--- src/rtl/wb_uart_tx.sv ---
// wb_uart_tx: Wishbone-slave 8N1 UART transmitter with byte FIFO, baud divisor and status.
// Optional feature macro: WB_UART_TX_IRQ_EN adds o_irq and STATUS.irq_en (bit16).
module wb_uart_tx #(
  parameter int unsigned FIFO_DEPTH = 16,
  parameter int unsigned DIV_RESET  = 868
) (
  input  logic        wb_clk,
  input  logic        wb_rst_n,
  input  logic [1:0]  i_wb_adr,
  input  logic [31:0] i_wb_dat,
  input  logic [3:0]  i_wb_sel,
  input  logic        i_wb_we,
  input  logic        i_wb_cyc,
  output logic [31:0] o_wb_rdt,
  output logic        o_wb_ack,
  output logic        o_tx
`ifdef WB_UART_TX_IRQ_EN
  ,
  output logic        o_irq
`endif
);

  localparam int unsigned AW = $clog2(FIFO_DEPTH);
  localparam int unsigned PW = AW + 1;
  localparam int unsigned DW = 16;

  localparam logic [1:0] ADR_TXDATA  = 2'd0;
  localparam logic [1:0] ADR_STATUS  = 2'd1;
  localparam logic [1:0] ADR_DIVISOR = 2'd2;

  typedef enum logic [1:0] {ST_IDLE, ST_START, ST_DATA, ST_STOP} state_e;

  state_e          state_q, state_d;
  logic [DW-1:0]   cnt_q, cnt_d;
  logic [DW-1:0]   fdiv_q, fdiv_d;
  logic [2:0]      bit_idx_q, bit_idx_d;
  logic [7:0]      shreg_q, shreg_d;
  logic            tx_q, tx_d;
  logic [DW-1:0]   div_q, div_d;
  logic            ovf_q, ovf_d;
  logic [PW-1:0]   wptr_q, wptr_d;
  logic [PW-1:0]   rptr_q, rptr_d;
  logic            ack_q, ack_d;
  logic [31:0]     rdt_q, rdt_d;
  logic            irq_en_q, irq_en_d;
  logic [7:0]      mem_q [FIFO_DEPTH];

  logic            acc_c, wr_c, push_c, pop_c, load_c, tick_c;
  logic            empty_c, full_c;
  logic [PW-1:0]   count_c;
  logic [31:0]     status_c;
  logic            unused_c;

  // Byte select and upper data bits carry no meaning for this block
  assign unused_c = ^{i_wb_sel, i_wb_dat[31:16]};

  assign count_c = wptr_q - rptr_q;
  assign empty_c = (wptr_q == rptr_q);
  assign full_c  = (wptr_q[AW] != rptr_q[AW]) && (wptr_q[AW-1:0] == rptr_q[AW-1:0]);

  assign o_wb_ack = ack_q;
  assign o_wb_rdt = rdt_q;
  assign o_tx     = tx_q;

  // Bus decode, register writes, FIFO pointers and read-data mux
  always_comb begin
    acc_c    = i_wb_cyc & ~ack_q;
    wr_c     = acc_c & i_wb_we;
    ack_d    = acc_c;
    push_c   = wr_c && (i_wb_adr == ADR_TXDATA) && !full_c;
    ovf_d    = ovf_q;
    div_d    = div_q;
    irq_en_d = irq_en_q;
    rdt_d    = '0;

    if (wr_c && (i_wb_adr == ADR_TXDATA) && full_c) begin
      ovf_d = 1'b1;
    end else if (wr_c && (i_wb_adr == ADR_STATUS) && i_wb_dat[3]) begin
      ovf_d = 1'b0;
    end

    if (wr_c && (i_wb_adr == ADR_DIVISOR)) begin
      div_d = (i_wb_dat[DW-1:0] < 16'd2) ? 16'd2 : i_wb_dat[DW-1:0];
    end

`ifdef WB_UART_TX_IRQ_EN
    if (wr_c && (i_wb_adr == ADR_STATUS)) begin
      irq_en_d = i_wb_dat[16];
    end
`endif

    wptr_d = wptr_q + PW'(push_c);
    rptr_d = rptr_q + PW'(pop_c);

    status_c = {15'd0, irq_en_q, 8'(count_c), 4'd0,
                ovf_q, full_c, empty_c, (state_q != ST_IDLE)};

    if (acc_c) begin
      case (i_wb_adr)
        ADR_STATUS:  rdt_d = status_c;
        ADR_DIVISOR: rdt_d = {16'd0, div_q};
        default:     rdt_d = '0;
      endcase
    end
  end

  // TX FSM: next state, bit timer, shift register and line level
  always_comb begin
    state_d   = state_q;
    cnt_d     = cnt_q;
    fdiv_d    = fdiv_q;
    bit_idx_d = bit_idx_q;
    shreg_d   = shreg_q;
    pop_c     = 1'b0;
    load_c    = 1'b0;
    tx_d      = 1'b1;
    tick_c    = (cnt_q == '0);

    case (state_q)
      ST_IDLE: begin
        load_c = !empty_c;
      end
      ST_START: begin
        if (tick_c) begin
          cnt_d     = fdiv_q - 16'd1;
          bit_idx_d = 3'd0;
          state_d   = ST_DATA;
        end else begin
          cnt_d = cnt_q - 16'd1;
        end
      end
      ST_DATA: begin
        if (tick_c) begin
          cnt_d   = fdiv_q - 16'd1;
          shreg_d = {1'b0, shreg_q[7:1]};
          if (bit_idx_q == 3'd7) begin
            state_d = ST_STOP;
          end else begin
            bit_idx_d = bit_idx_q + 3'd1;
          end
        end else begin
          cnt_d = cnt_q - 16'd1;
        end
      end
      ST_STOP: begin
        if (tick_c) begin
          if (!empty_c) begin
            load_c = 1'b1;
          end else begin
            state_d = ST_IDLE;
          end
        end else begin
          cnt_d = cnt_q - 16'd1;
        end
      end
      default: state_d = ST_IDLE;
    endcase

    // Frame start: pop head, latch divisor so mid-frame writes wait for the next frame
    if (load_c) begin
      pop_c   = 1'b1;
      shreg_d = mem_q[rptr_q[AW-1:0]];
      fdiv_d  = div_q;
      cnt_d   = div_q - 16'd1;
      state_d = ST_START;
    end

    case (state_q)
      ST_START: tx_d = 1'b0;
      ST_DATA:  tx_d = shreg_q[0];
      default:  tx_d = 1'b1;
    endcase
  end

  // State and register update
  always_ff @(posedge wb_clk or negedge wb_rst_n) begin
    if (!wb_rst_n) begin
      state_q   <= ST_IDLE;
      cnt_q     <= '0;
      fdiv_q    <= 16'(DIV_RESET);
      bit_idx_q <= '0;
      shreg_q   <= '0;
      tx_q      <= 1'b1;
      div_q     <= 16'(DIV_RESET);
      ovf_q     <= 1'b0;
      wptr_q    <= '0;
      rptr_q    <= '0;
      ack_q     <= 1'b0;
      rdt_q     <= '0;
      irq_en_q  <= 1'b0;
    end else begin
      state_q   <= state_d;
      cnt_q     <= cnt_d;
      fdiv_q    <= fdiv_d;
      bit_idx_q <= bit_idx_d;
      shreg_q   <= shreg_d;
      tx_q      <= tx_d;
      div_q     <= div_d;
      ovf_q     <= ovf_d;
      wptr_q    <= wptr_d;
      rptr_q    <= rptr_d;
      ack_q     <= ack_d;
      rdt_q     <= rdt_d;
      irq_en_q  <= irq_en_d;
    end
  end

  // FIFO storage, no reset needed: pointers define validity
  always_ff @(posedge wb_clk) begin
    if (push_c) begin
      mem_q[wptr_q[AW-1:0]] <= i_wb_dat[7:0];
    end
  end

`ifdef WB_UART_TX_IRQ_EN
  logic irq_q, irq_d;

  // Interrupt when everything queued has been sent
  always_comb begin
    irq_d = irq_en_q & empty_c & (state_q == ST_IDLE);
  end

  // Interrupt output register
  always_ff @(posedge wb_clk or negedge wb_rst_n) begin
    if (!wb_rst_n) begin
      irq_q <= 1'b0;
    end else begin
      irq_q <= irq_d;
    end
  end

  assign o_irq = irq_q;
`endif

endmodule

--- config.mk ---
export PLATFORM = sky130hd
export DESIGN_NAME = wb_uart_tx
export DESIGN_NICKNAME = d
export VERILOG_FILES = /design/src/rtl/wb_uart_tx.sv
export SDC_FILE = /design/constraint.sdc
export NUM_CORES = 1
export LEC_CHECK = 0
export BUFFER_PORTS_ARGS = -buffer_cell sky130_fd_sc_hd__buf_2
export CAP_MARGIN = 20
export CORE_MARGIN = 10
export CORE_UTILIZATION = 40
export DETAILED_ROUTE_END_ITERATION = 10
export PLACE_DENSITY = 0.53
export SLEW_MARGIN = 20
export SYNTH_ARGS = -nofsm -noshare
export SYNTH_HDL_FRONTEND = slang
export SYNTH_SLANG_ARGS = --single-unit
export TNS_END_PERCENT = 20
--- constraint.sdc ---
create_clock -name wb_clk -period 5.95 [get_ports wb_clk]
set_input_delay 1.19 -clock wb_clk [delete_from_list [all_inputs] [get_ports wb_clk]]
set_output_delay 1.19 -clock wb_clk [all_outputs]
set_load 0.05 [all_outputs]
==> flow_summary.toml <==
[run_status]
status = "finished, final reports clean"

[die]
die_w_um = 178
core_region_area_um2 = 24500
start_util_pct = 40.9
row_count = 57
num_io_pins = 76
die_y_um = 178
dieArea_um2 = 31800

[clocking]
cts_tree = "built"
cts_root_buf = "clkbuf_16"
cts_setup_buffers = 0
numCtsBuffers = 24
insertion_delay_ns = 0.52
cts-resized-gates = 0
cts_max_level = 1
path_clk_slew_ns = 0.06
hold_buffers = 0
cts_sinks = 218
cts.path.max_buffers = 3

[grt]
grt_max_degree = 51
grtUsageTotal_pct = 14.4
grt_overflow_total = 0
antenna_found_initial = 0
grt_first_pass_wirelength_um = 35500
first_global_vias = 6024

[critical_path]
crit_chain = "inv_1 > ha_1 > nor3b_2 > and4b_1 > a31o_4 > nand2_2 > mux2_1"
crit_required_ns = 6.34
crit_path_end_kind = "register"
start_kind = "register"
critPathMaxFanout = 38
crit_buf_inv = 1
cp_data_arrival_time_ns = 3.49
max_stage_delay_ns = 0.53
slowest_stage = "nand2_2"
path_delay_family = "simple AND/OR/NAND/NOR gates"
path_class = "register to register"

[sta]
clock_skew_ns = 0.0125
layout_setup_ws_ns = 2.85
period_share_pct = 52.1
final_max_slew_viol_count = 0
fin_crit_ns = 3.10
fin_tns_setup_ns = 0
setup_viol = 0
rsz0062_at_grt = "false"
tightestPinTransition_ns = 0.886
max_freq_mhz = 323
slew_headroom_pct = 40.7
hold_viol = 0

[place]
post-dp-hpwl_um = 15400
portBuffers = 39
gp_congestion = 0.813
placed_area_um2 = 10500
pre_cts_slack_ns = 2.52

[finish]
utilization_pct = 45.8
final_common_cell = "edfxtp_1"
area_delta_synth_final_pct = 12.1
fillers = 2227
drive_gt1_share_pct = 22.3
design_area_um2 = 11200
layout.nets = 798
final_cell_mix = "edfxtp_1, dfrtp_1, nor2_1"
n_antenna_cell = 0

[logic_synthesis]
syn_inst = 697
yosys.area_share.simple_pct = 9.43
synth_cell_types = 65
synth-seq-cells = 218
synth_ff_type = "edfxtp_1"
synth_xor_area_share_pct = 4.02
synth_top_family_by_area = "multiplexers"
synth_fa_ha_area_share_pct = 2.69
yosysSeqAreaShare_pct = 60.9
synth_edf_count = 128
synthMuxAreaShare_pct = 13.2
syn_avg_cell_area_um2 = 14.4
syn-cell-area_um2 = 10000
ys_warn_count = 0
synth_compound_area_share_pct = 5.87
async_flop_share_pct = 41.3

[drt]
top_layer_used = "met4"
drc = 0
vias = 5739
postRouteAntennaNets = 0
drt_iter0_markers = 308
met2_wirelength_um = 11300
wl_per_cell_um = 21.0
wl_met1_um = 9900
wl_met3_um = 807
viasPerCell = 5.33
drtPass1Iterations = 5
wl_um = 22600

[power]
ir_drop_mv = 0.398
intPower_w = 0.00352
p_sw_share_pct = 34.7
p_leak_nw = 4.29
combPwrFrac_pct = 33.1
power.density_nw_per_um2 = 479
clockPowerShare_pct = 27.6
seqPwrFrac_pct = 39.4
switchingPower_w = 0.00187

[min_path]
hold_class = "register to register"

[job]
maxCapViolations = 0
[final timing paths]
path	from	slack, ns	endpoint	cells after the start
setup / recovery	cnt_q[0]$_DFFE_PN0P_	2.85	fdiv_q[7]$_DFFE_PN0P_	7
hold / removal	ovf_q$_DFFE_PN0P_	0.50	ovf_q$_DFFE_PN0P_	2
max in group asynchronous	wb_rst_n	4.26	wptr_q[1]$_DFF_PN0_	2
min in group asynchronous	wb_rst_n	0.65	cnt_q[15]$_DFFE_PN0P_	1
setup reg to reg	cnt_q[0]$_DFFE_PN0P_	2.85	fdiv_q[7]$_DFFE_PN0P_	7
hold reg to reg	ovf_q$_DFFE_PN0P_	0.50	ovf_q$_DFFE_PN0P_	2
[state kept, by name, indices dropped and copies added (netlist names), 2 cells and up]
signal     count
bit_idx_q      3
rptr_q         5
shreg_q        8
cnt_q         16
div_q         16
fdiv_q        16
wptr_q         5
state_q        2
mem_q        128
o_wb_rdt      16
[metrics by stage]
| stage | power (W) | hold WS [ns] | cells |
|---|---|---|---|
| finish | 0.00539 | 0.497 | 1076 |
| global route | 0.00572 | 0.524 | 1076 |
| CTS | 0.00546 | 0.496 | 1076 |
| detailed placement | 0.00396 | 0.480 | 1033 |
| global placement | 0.00391 | 0.484 | 1033 |
| floorplan | 0.00350 | 0.446 | 712 |
[per-layer routing]
layer / up-vias / global-route usage [%]
met2: 97 / 24.5
li1: 2667 / -
met4: 0 / 4.24
met3: 43 / 2.30
met5: - / 0
met1: 2932 / 18.4
[kinds of logic (layout without fill, tap and decap cells)]
group / count (synthesis) / after routing
simple gates: 174 / 174
other cells: 1 / 16
fa+ha+maj: 21 / 21
buf+inv: 69 / 109
mux: 79 / 79
xor+xnor: 46 / 46
flops: 218 / 218
compound gates: 89 / 89
[cells in the mapped netlist, types with 7 or more instances]
cell	count	area [um^2]
ha_1	20	250
mux4_2	40	901
o21ai_1	14	70.1
mux2i_1	9	90.1
inv_1	18	67.6
mux2_1	15	169
xor2_1	27	236
edfxtp_1	128	3840
o21ai_0	8	40.0
and3_1	9	56.3
mux2_2	15	169
a22oi_1	14	105
nand2b_1	8	50.1
nor3_1	15	75.1
a21oi_1	19	95.1
xnor2_1	19	166
o211ai_1	7	52.6
dfstp_2	11	289
clkbuf_1	19	71.3
dfrtp_1	79	1980
nand2_1	39	146
nand3_1	12	60.1
buf_4	19	143
nor2_1	50	188
[cell type report]
class	instances	area (um^2)	area share, %
clock inverters	13	160	1.42
inverters	19	71.3	0.634
multi-input cells	425	3610	32.1
well taps	324	405	3.60
clock buffers	30	633	5.63
repair buffers	47	258	2.29
flip-flops and latches	218	6110	54.3
[power by group through the flow]
stage | Clock [W] | Combinational (W) | Sequential (W)
2_1_floorplan | 0 | 0.00143 | 0.00208
3_3_place_gp | 0 | 0.00177 | 0.00214
3_5_place_dp | 0 | 0.00181 | 0.00215
4_1_cts | 0.00152 | 0.00181 | 0.00212
5_1_grt | 0.00158 | 0.00197 | 0.00216
6_report | 0.00149 | 0.00178 | 0.00212
[worst reg2reg max path, delay by kind of cell, from the launching register on]
kind                       cells  cell delay [ns]
and+or+nand+nor                3             1.37
AOI/OAI and AO/OA              1             0.37
adders and majority gates      1             0.20
buffers and inverters          1             0.08
DFF                            1             0.43
muxes                          1             0.54
(Power assumes the default switching activity.)
